### src/rtl/tnn_test_sequencer_if.sv
// Bundle of all non-clock signals between the TNN test sequencer and its
// environment: run control, test-vector ROM port, classifier port and the
// result stream.
//   master modport : the sequencer (drives control status, ROM address,
//                    classifier data/reset and the result stream)
//   slave modport  : the environment (start pulse, ROM data, prediction,
//                    result ready)
// Parameters must match those of the sequencer connected to it.
interface tnn_test_sequencer_if #(
    parameter int unsigned FEAT_CNT   = 12,
    parameter int unsigned HIDDEN_CNT = 40,
    parameter int unsigned FEAT_BITS  = 4,
    parameter int unsigned CLASS_CNT  = 6,
    parameter int unsigned TEST_CNT   = 1000
) ();
    localparam int unsigned CW = (CLASS_CNT > 1) ? $clog2(CLASS_CNT) : 1;
    localparam int unsigned IW = (TEST_CNT > 1) ? $clog2(TEST_CNT) : 1;
    localparam int unsigned DW = FEAT_BITS * FEAT_CNT;

    logic          start;
    logic          busy;
    logic          done;
    logic [IW-1:0] mem_addr;
    logic [DW-1:0] mem_data;
    logic [DW-1:0] dut_data;
    logic          dut_rst;
    logic [CW-1:0] dut_pred;
    logic          res_valid;
    logic          res_ready;
    logic [IW-1:0] res_index;
    logic [CW-1:0] res_class;

    modport master (
        input  start,
        output busy,
        output done,
        output mem_addr,
        input  mem_data,
        output dut_data,
        output dut_rst,
        input  dut_pred,
        output res_valid,
        input  res_ready,
        output res_index,
        output res_class
    );

    modport slave (
        output start,
        input  busy,
        input  done,
        input  mem_addr,
        output mem_data,
        input  dut_data,
        input  dut_rst,
        output dut_pred,
        input  res_valid,
        output res_ready,
        input  res_index,
        input  res_class
    );
endinterface

### src/rtl/tnn_test_sequencer.sv
// TNN test sequencer: walks a synchronous test-vector ROM, applies each
// feature vector to a serial TNN classifier, holds the classifier in reset
// while loading, waits the fixed FEAT_CNT+HIDDEN_CNT inference window, then
// captures the prediction and offers it on a valid/ready result stream.
// Ports:
//   clk    : rising-edge clock
//   rst_n  : asynchronous active-low reset
//   bus_io : tnn_test_sequencer_if master modport (start/busy/done, ROM
//            address/data, classifier data/reset/prediction, result stream)
// All outputs are registered.
module tnn_test_sequencer #(
    parameter int unsigned FEAT_CNT   = 12,
    parameter int unsigned HIDDEN_CNT = 40,
    parameter int unsigned FEAT_BITS  = 4,
    parameter int unsigned CLASS_CNT  = 6,
    parameter int unsigned TEST_CNT   = 1000
) (
    input logic                  clk,
    input logic                  rst_n,
    tnn_test_sequencer_if.master bus_io
);
    localparam int unsigned CW  = (CLASS_CNT > 1) ? $clog2(CLASS_CNT) : 1;
    localparam int unsigned IW  = (TEST_CNT > 1) ? $clog2(TEST_CNT) : 1;
    localparam int unsigned DW  = FEAT_BITS * FEAT_CNT;
    localparam int unsigned WIN = FEAT_CNT + HIDDEN_CNT;
    localparam int unsigned NW  = $clog2(WIN + 1);

    localparam logic [NW-1:0] WinLast = NW'(WIN - 1);
    localparam logic [IW-1:0] LastIdx = IW'(TEST_CNT - 1);

    typedef enum logic [2:0] {
        StIdle,
        StFetch,
        StLoad,
        StRun,
        StResult,
        StFin
    } state_e;

    state_e        state_q, state_d;
    logic [IW-1:0] idx_q, idx_d;
    logic [IW-1:0] mem_addr_q, mem_addr_d;
    logic [DW-1:0] dut_data_q, dut_data_d;
    logic          dut_rst_q, dut_rst_d;
    logic [NW-1:0] cnt_q, cnt_d;
    logic          res_valid_q, res_valid_d;
    logic [IW-1:0] res_index_q, res_index_d;
    logic [CW-1:0] res_class_q, res_class_d;
    logic          busy_q, busy_d;
    logic          done_q, done_d;

    always_comb begin
        state_d     = state_q;
        idx_d       = idx_q;
        mem_addr_d  = mem_addr_q;
        dut_data_d  = dut_data_q;
        dut_rst_d   = dut_rst_q;
        cnt_d       = cnt_q;
        res_valid_d = res_valid_q;
        res_index_d = res_index_q;
        res_class_d = res_class_q;
        busy_d      = busy_q;
        done_d      = 1'b0;

        unique case (state_q)
            StIdle: begin
                dut_rst_d = 1'b1;
                if (bus_io.start) begin
                    idx_d      = '0;
                    mem_addr_d = '0;
                    busy_d     = 1'b1;
                    state_d    = StFetch;
                end
            end
            // One cycle for the synchronous ROM read to land.
            StFetch: begin
                dut_rst_d = 1'b1;
                state_d   = StLoad;
            end
            // dut_rst is still high this cycle; it drops together with the
            // new vector so the classifier sees clean data from its first cycle.
            StLoad: begin
                dut_data_d = bus_io.mem_data;
                dut_rst_d  = 1'b0;
                cnt_d      = '0;
                state_d    = StRun;
            end
            StRun: begin
                cnt_d = cnt_q + 1'b1;
                if (cnt_q == WinLast) begin
                    res_class_d = bus_io.dut_pred;
                    res_index_d = idx_q;
                    res_valid_d = 1'b1;
                    state_d     = StResult;
                end
            end
            // Classifier stays out of reset so its output holds while stalled.
            StResult: begin
                if (res_valid_q && bus_io.res_ready) begin
                    res_valid_d = 1'b0;
                    dut_rst_d   = 1'b1;
                    if (idx_q == LastIdx) begin
                        done_d  = 1'b1;
                        state_d = StFin;
                    end else begin
                        idx_d      = idx_q + 1'b1;
                        mem_addr_d = idx_q + 1'b1;
                        state_d    = StFetch;
                    end
                end
            end
            // start is not looked at here, so a start coincident with done is dropped.
            StFin: begin
                busy_d    = 1'b0;
                dut_rst_d = 1'b1;
                state_d   = StIdle;
            end
            default: begin
                state_d   = StIdle;
                busy_d    = 1'b0;
                dut_rst_d = 1'b1;
            end
        endcase
    end

    always_ff @(posedge clk or negedge rst_n) begin
        if (!rst_n) begin
            state_q     <= StIdle;
            idx_q       <= '0;
            mem_addr_q  <= '0;
            dut_data_q  <= '0;
            dut_rst_q   <= 1'b1;
            cnt_q       <= '0;
            res_valid_q <= 1'b0;
            res_index_q <= '0;
            res_class_q <= '0;
            busy_q      <= 1'b0;
            done_q      <= 1'b0;
        end else begin
            state_q     <= state_d;
            idx_q       <= idx_d;
            mem_addr_q  <= mem_addr_d;
            dut_data_q  <= dut_data_d;
            dut_rst_q   <= dut_rst_d;
            cnt_q       <= cnt_d;
            res_valid_q <= res_valid_d;
            res_index_q <= res_index_d;
            res_class_q <= res_class_d;
            busy_q      <= busy_d;
            done_q      <= done_d;
        end
    end

    assign bus_io.busy      = busy_q;
    assign bus_io.done      = done_q;
    assign bus_io.mem_addr  = mem_addr_q;
    assign bus_io.dut_data  = dut_data_q;
    assign bus_io.dut_rst   = dut_rst_q;
    assign bus_io.res_valid = res_valid_q;
    assign bus_io.res_index = res_index_q;
    assign bus_io.res_class = res_class_q;
endmodule
### src/flat_wrapper.sv
// flat-port wrapper written by rule: the top's interface ports become plain ports
module tnn_test_sequencer_flat 
#(
    parameter int unsigned FEAT_CNT   = 12,
    parameter int unsigned HIDDEN_CNT = 40,
    parameter int unsigned FEAT_BITS  = 4,
    parameter int unsigned CLASS_CNT  = 6,
    parameter int unsigned TEST_CNT   = 1000
)
  (clk, rst_n, bus_io_start, bus_io_busy, bus_io_done, bus_io_mem_addr, bus_io_mem_data, bus_io_dut_data, bus_io_dut_rst, bus_io_dut_pred, bus_io_res_valid, bus_io_res_ready, bus_io_res_index, bus_io_res_class);
  tnn_test_sequencer_if #(.FEAT_CNT(FEAT_CNT), .HIDDEN_CNT(HIDDEN_CNT), .FEAT_BITS(FEAT_BITS), .CLASS_CNT(CLASS_CNT), .TEST_CNT(TEST_CNT)) bus_io_i ();
  input logic clk;
  input logic rst_n;
  input wire logic [$bits(bus_io_i.start)-1:0] bus_io_start;
  output wire logic [$bits(bus_io_i.busy)-1:0] bus_io_busy;
  output wire logic [$bits(bus_io_i.done)-1:0] bus_io_done;
  output wire logic [$bits(bus_io_i.mem_addr)-1:0] bus_io_mem_addr;
  input wire logic [$bits(bus_io_i.mem_data)-1:0] bus_io_mem_data;
  output wire logic [$bits(bus_io_i.dut_data)-1:0] bus_io_dut_data;
  output wire logic [$bits(bus_io_i.dut_rst)-1:0] bus_io_dut_rst;
  input wire logic [$bits(bus_io_i.dut_pred)-1:0] bus_io_dut_pred;
  output wire logic [$bits(bus_io_i.res_valid)-1:0] bus_io_res_valid;
  input wire logic [$bits(bus_io_i.res_ready)-1:0] bus_io_res_ready;
  output wire logic [$bits(bus_io_i.res_index)-1:0] bus_io_res_index;
  output wire logic [$bits(bus_io_i.res_class)-1:0] bus_io_res_class;
  assign bus_io_i.start = bus_io_start;
  assign bus_io_busy = bus_io_i.busy;
  assign bus_io_done = bus_io_i.done;
  assign bus_io_mem_addr = bus_io_i.mem_addr;
  assign bus_io_i.mem_data = bus_io_mem_data;
  assign bus_io_dut_data = bus_io_i.dut_data;
  assign bus_io_dut_rst = bus_io_i.dut_rst;
  assign bus_io_i.dut_pred = bus_io_dut_pred;
  assign bus_io_res_valid = bus_io_i.res_valid;
  assign bus_io_i.res_ready = bus_io_res_ready;
  assign bus_io_res_index = bus_io_i.res_index;
  assign bus_io_res_class = bus_io_i.res_class;
  tnn_test_sequencer #(.FEAT_CNT(FEAT_CNT), .HIDDEN_CNT(HIDDEN_CNT), .FEAT_BITS(FEAT_BITS), .CLASS_CNT(CLASS_CNT), .TEST_CNT(TEST_CNT)) u_core (.clk(clk), .rst_n(rst_n), .bus_io(bus_io_i));
endmodule
### config.mk
export PLATFORM = sky130hd
export DESIGN_NAME = tnn_test_sequencer_flat
export DESIGN_NICKNAME = d
export VERILOG_FILES = /design/src/rtl/tnn_test_sequencer_if.sv /design/src/rtl/tnn_test_sequencer.sv /design/src/flat_wrapper.sv
export SDC_FILE = /design/constraint.sdc
export NUM_CORES = 1
export LEC_CHECK = 0
export BUFFER_PORTS_ARGS = -buffer_cell sky130_fd_sc_hd__buf_4
export CORE_MARGIN = 3
export CORE_UTILIZATION = 49
export CTS_CLUSTER_SIZE = 30
export DETAILED_ROUTE_END_ITERATION = 8
export GPL_TIMING_DRIVEN = 1
export PLACE_DENSITY = 0.9
export SYNTH_ARGS = -nofsm -noshare
export SYNTH_HDL_FRONTEND = slang
export SYNTH_SLANG_ARGS = --single-unit
### constraint.sdc
create_clock -name clk -period 2 [get_ports clk]
set_input_delay 0.4 -clock clk [delete_from_list [all_inputs] [get_ports clk]]
set_output_delay 0.4 -clock clk [all_outputs]
set_load 0.02 [all_outputs]
==> results of run 1 <==
power breakdown:
part | internal [uW] | leakage (uW) | total, uW | switching, uW
clock network | 722 | 0.000113 | 1370 | 648
registers | 2290 | 0.00106 | 2650 | 368
logic | 1270 | 0.00124 | 2550 | 1280
worst paths after layout:
path	end	slack, ns	depth (start not counted)
setup / recovery	u_core.bus_io.res_index[6]	0.16	5
max in group asynchronous	u_core.bus_io.dut_data[21]	1.40	2
min in group clk	u_core.bus_io.res_class[0]	0.25	2
setup reg to reg	u_core.bus_io.res_index[6]	0.16	5
hold / removal	u_core.bus_io.dut_data[6]	0.03	1
hold reg to reg	u_core.bus_io.dut_data[28]	0.49	1
metal layers:
layer	GRT usage, %	up-vias
met5	0	-
met4	6.784	0
met3	5.750	20
met2	35.64	128
met1	25.51	1279
li1	-	1215
through the flow:
stage / setup WS (ns) / power (uW) / util, % / hold WS, ns / instances
3_3_place_gp: 0.2391 / 5147 / 67.67 / 0.4267 / 483
2_1_floorplan: 0.2648 / 4072 / - / 0.1044 / 259
3_5_place_dp: 0.1576 / 5262 / 67.67 / 0.4306 / 483
4_1_cts: 0.1439 / 6623 / 71.07 / 0.04472 / 499
5_1_grt: 0.01423 / 6911 / 71.07 / 0.04786 / 499
6_report: 0.1571 / 6571 / 71.07 / 0.02895 / 499
layout make-up:
class                      instances  share of cell area [%]
clock buffer                       9                   2.537
clock inverter                     7                   2.255
inverter                           4                  0.3075
multi-input combinational        159                   27.32
sequential                        84                   43.08
tap                               96                   2.460
timing repair buffer             140                   22.04
layout by cell type (no fill, tap or decap), types with 2 or more instances in the layout:
master,n
mux2_1,13
clkinv_4,2
nor3_1,4
a31oi_1,3
nand3_1,5
o21ai_0,9
nand2b_1,2
mux2i_1,2
and3_1,5
ha_1,2
a2bb2oi_1,2
buf_12,2
nor2_1,6
o21a_1,2
a22o_1,2
mux2_2,48
bufinv_16,2
nand4_1,2
nand2_1,19
a21oi_1,12
clkbuf_8,9
a41oi_1,2
inv_1,4
buf_4,138
dfrtp_1,83
state kept, by name, indices dropped and copies added (netlist names):
signal,cells
u_core.bus_io.res_index,10
u_core.bus_io.res_class,3
u_core.bus_io.busy,1
u_core.bus_io.res_valid,1
u_core.state_q,3
u_core.cnt_q,6
u_core.idx_q,10
u_core.bus_io.dut_rst,1
u_core.bus_io.dut_data,48
u_core.bus_io.done,1
logic make-up (layout without fill, tap and decap cells):
logic type      count (synthesis)  after routing  share of synthesized area [%]
flops                          84             84                          59.72
mux                            63             63                          20.07
simple gates                   51             51                          8.029
compound gates                 43             43                          8.846
buf+inv                        16            160                          2.629
fa+ha+maj                       2              2                         0.7104
==> impl_metrics.ini, run 1 <==
[min_path]
hp-class = in2async

[yosys]
avgSynthCellArea_um2 = 13.60
yosysUniqueCellTypes = 43
synth_cells = 259
synth_area_leaders = dfrtp_1 (59%), mux2_2 (15%), mux2_1 (4.2%), nand2_1 (2.0%), a21oi_1 (1.7%)
synth_top_area_share_pct = 58.97
yosysMostFrequentCell = dfrtp_1
ys_seq_area_share_pct = 59.72
synth_edf_count = 0
synth_flop_cell = dfrtp_1
yosysWarnings = 0
ys_ff_latch = 84
yosys.area.top_type = dfrtp_1
netlist_top_cells_count = dfrtp_1 (83), mux2_2 (48), nand2_1 (19), mux2_1 (13), a21oi_1 (12)
syn-cell-area_um2 = 3522
async_flop_share_pct = 100.0
synth_nets = 316

[placement]
place_area_um2 = 4648
dp_hpwl_um = 6121
gp_congestion = 0.9005
portBuffers = 129

[layout]
multiInputGateArea_um2 = 1334
fillers = 477
final_area_um2 = 4882
regArea_um2 = 2103
area_growth_pct = 38.61
antennaDiodeCount = 0
fin_nets = 455
drive_above_1_share_pct = 53.10

[worst_setup_path]
critical_path_required_ns = 2.23
rr_startpoint = u_core.cnt_q[0]
path_buf_inv = 0
cp.arrival_ns = 2.08
path_delay_family = simple AND/OR/NAND/NOR gates
worst_setup_path_end_kind = register
cpMaxStageDelayCell = dfrtp_1
crit_fanout = 14
crit_type = reg2reg
worstSetupStartpoint = u_core.cnt_q[0]
startpoint_type = register
worst_path_largest_cell_delay_ns = 0.39
path_cells = ha_1 -> nand2_1 -> nor4_4 -> nand2b_2 -> mux2_1

[clock_network]
ctsHoldBuffers = 0
worstSkewPairLatency_ns = 0.36
clkTransAtPathRegs_ns = 0.10
tritoncts = built
cts-resized-gates = 0
post_cts_buffers = 0
cts_buffers = 9
cts_max_path_buffers = 2
cts_sinks = 84
cts_root_buf = clkbuf_8
htree_num_levels = 3

[route]
wl_met3_um = 616
vias = 2642
routed.top_layer = met4
remaining_drc_errors = 0
wire_per_inst_um = 16.73
wl_um = 8346
met2WireLength_um = 4049
postRouteAntennaNets = 0
dr.pass1.iters = 4
viasPerCell = 5.295
met1_length_um = 3520
drt_iter0_drc = 57

[run_status]
status = finished, final reports clean

[timing]
maxSlewViolCount = 0
finalSetupViolCount = 0
relSlewSlack_pct = 62.94
hold_viol_final = 0
fin_skew_ns = 0.01388
tightestPinTransition_ns = 0.5560
timing.fmax_mhz = 542.6
grt_setup_unrepaired = no
finalCritPeriodShare_pct = 92.14
setup_tns_ns = 0
period_minus_slack_ns = 1.843

[global_route]
grt_pass1_vias = 2805
antenna_found_initial = 0
grt_usage_pct = 20.81
grt_max_degree = 49
overflow = 0
grt_pass1_wl_um = 13730

[pwr]
leakage_uw = 0.002404
power.density_nw_per_um2 = 1346
ir_drop_v = 0.0004989

[floorplanning]
io_pins = 130
core-area_um2 = 6869
die_h_um = 90.78
die_area_um2 = 8241
die_w_um = 90.78
initial_core_util_pct = 51.28
rows = 30

[job]
cap_violations = 0
Power figures use the tool's default switching activity.
==> run 2, diff against run 1 <==
--- a/config.mk
+++ b/config.mk
@@ -11,7 +11,7 @@
 export CTS_CLUSTER_SIZE = 30
 export DETAILED_ROUTE_END_ITERATION = 8
 export GPL_TIMING_DRIVEN = 1
-export PLACE_DENSITY = 0.9
+export PLACE_DENSITY_LB_ADDON = 0.25
 export SYNTH_ARGS = -nofsm -noshare
 export SYNTH_HDL_FRONTEND = slang
 export SYNTH_SLANG_ARGS = --single-unit
==> impl_metrics.ini, run 2 (synthesized netlist as in run 1, its figures left out) <==
[clock_network]
cts_root_buf = clkbuf_8
post_cts_buffers = 0
clkTransAtPathRegs_ns = 0.08
tritoncts = built
cts_buffers = 9
cts_sinks = 84
cts_max_path_buffers = 2
ctsHoldBuffers = 0
worstSkewPairLatency_ns = 0.34
htree_num_levels = 3
cts-resized-gates = 0

[global_route]
grt_pass1_vias = 2629
grt_usage_pct = 19.48
overflow = 0
antenna_found_initial = 0
grt_max_degree = 39
grt_pass1_wl_um = 12970

[worst_setup_path]
cp.arrival_ns = 1.96
worst_path_largest_cell_delay_ns = 0.39
cpMaxStageDelayCell = dfrtp_1
crit_type = reg2reg
path_buf_inv = 0
ff2ff_path_depth = 5
crit_fanout = 14
startpoint_type = register
rr_startpoint = u_core.cnt_q[0]
critical_path_required_ns = 2.22
worst_setup_path_end_kind = register
r2r_setup_slack_ns = 0.26
reg2reg_to = u_core.bus_io.res_index[6]
path_cells = ha_1 -> nand2_1 -> nor4_4 -> nand2b_4 -> mux2_1
path_delay_family = simple AND/OR/NAND/NOR gates

[pwr]
total_power_uw = 6465
ir_drop_v = 0.0008331
leakage_uw = 0.002406
power.density_nw_per_um2 = 1328

[route]
routed.top_layer = met4
drt_iter0_drc = 64
wl_um = 7657
dr.pass1.iters = 4
met1_length_um = 3267
postRouteAntennaNets = 0
vias = 2589
wire_per_inst_um = 15.34
met2WireLength_um = 3714
viasPerCell = 5.188
remaining_drc_errors = 0
wl_met3_um = 490

[min_path]
hp-class = in2async

[layout]
area_growth_pct = 38.26
mostFrequentLayoutCell = buf_4
fin_nets = 455
largest_reg_flops = 48
finalNonFillerCells = 499
layout_common_cells = buf_4 (138), dfrtp_1 (83), mux2_2 (48)
drive_above_1_share_pct = 52.85
antennaDiodeCount = 0

[placement]
dp_cells = 483
dp_hpwl_um = 5677
portBuffers = 129
gp_congestion = 0.8193

[floorplanning]
die_h_um = 90.78
core-area_um2 = 6869
io_pins = 130
rows = 30
die_area_um2 = 8241
initial_core_util_pct = 51.28
die_w_um = 90.78

[timing]
period_minus_slack_ns = 1.737
tightestPinTransition_ns = 0.5101
timing.fmax_mhz = 575.8
finalSetupViolCount = 0
maxSlewViolCount = 0
hold_viol_final = 0
fin_skew_ns = 0.008667
grt_setup_unrepaired = no
finalCritPeriodShare_pct = 86.84
relSlewSlack_pct = 65.99
setup_tns_ns = 0

[job]
cap_violations = 0

[run_status]
status = finished, final reports clean
[run 2: layer usage]
| metal | track usage [%] | up-vias |
|---|---|---|
| li1 | - | 1217 |
| met1 | 25.21 | 1250 |
| met2 | 31.50 | 105 |
| met3 | 3.917 | 17 |
| met4 | 9.296 | 0 |
| met5 | 0 | - |
[run 2: how the worst max path moves through the flow]
stage                          from                    endpoint  slack, ns  depth (start not counted)
floorplan           u_core.idx_q[4]             u_core.idx_q[1]       0.26                          5
global placement    u_core.cnt_q[0]  u_core.bus_io.res_class[1]       0.22                          5
detailed placement  u_core.cnt_q[0]  u_core.bus_io.res_class[0]       0.15                          5
CTS                 u_core.cnt_q[0]  u_core.bus_io.res_index[6]       0.14                          5
global route        u_core.cnt_q[0]  u_core.bus_io.res_index[6]       0.09                          5
finish              u_core.cnt_q[0]  u_core.bus_io.res_index[6]       0.26                          5
[run 2: final cells by class]
cell class	instances	area, um^2
fillers	501	1999
flip-flops and latches	84	2103
inverters	4	15.01
clock inverters	5	75.07
repair buffers	140	1076
multi-input cells	159	1339
well taps	96	120.1
clock buffers	11	141.4
[run 2: power breakdown]
group | internal (uW) | leakage, uW | switching (uW)
Sequential | 2290 | 0.00106 | 338
Combinational | 1280 | 0.00124 | 1270
Clock | 732 | 0.000113 | 567
[run 2: per-stage QoR]
step	hold WS, ns	instance area, um^2	setup WS [ns]	util [%]
after floorplan	0.1044	3522	0.2648	-
after global placement	0.4091	4648	0.2173	67.67
after detailed placement	0.4077	4648	0.1514	67.67
after CTS	0.02272	4865	0.1375	70.82
after global routing	0.04259	4870	0.08669	70.89
final	0.008091	4870	0.2633	70.89
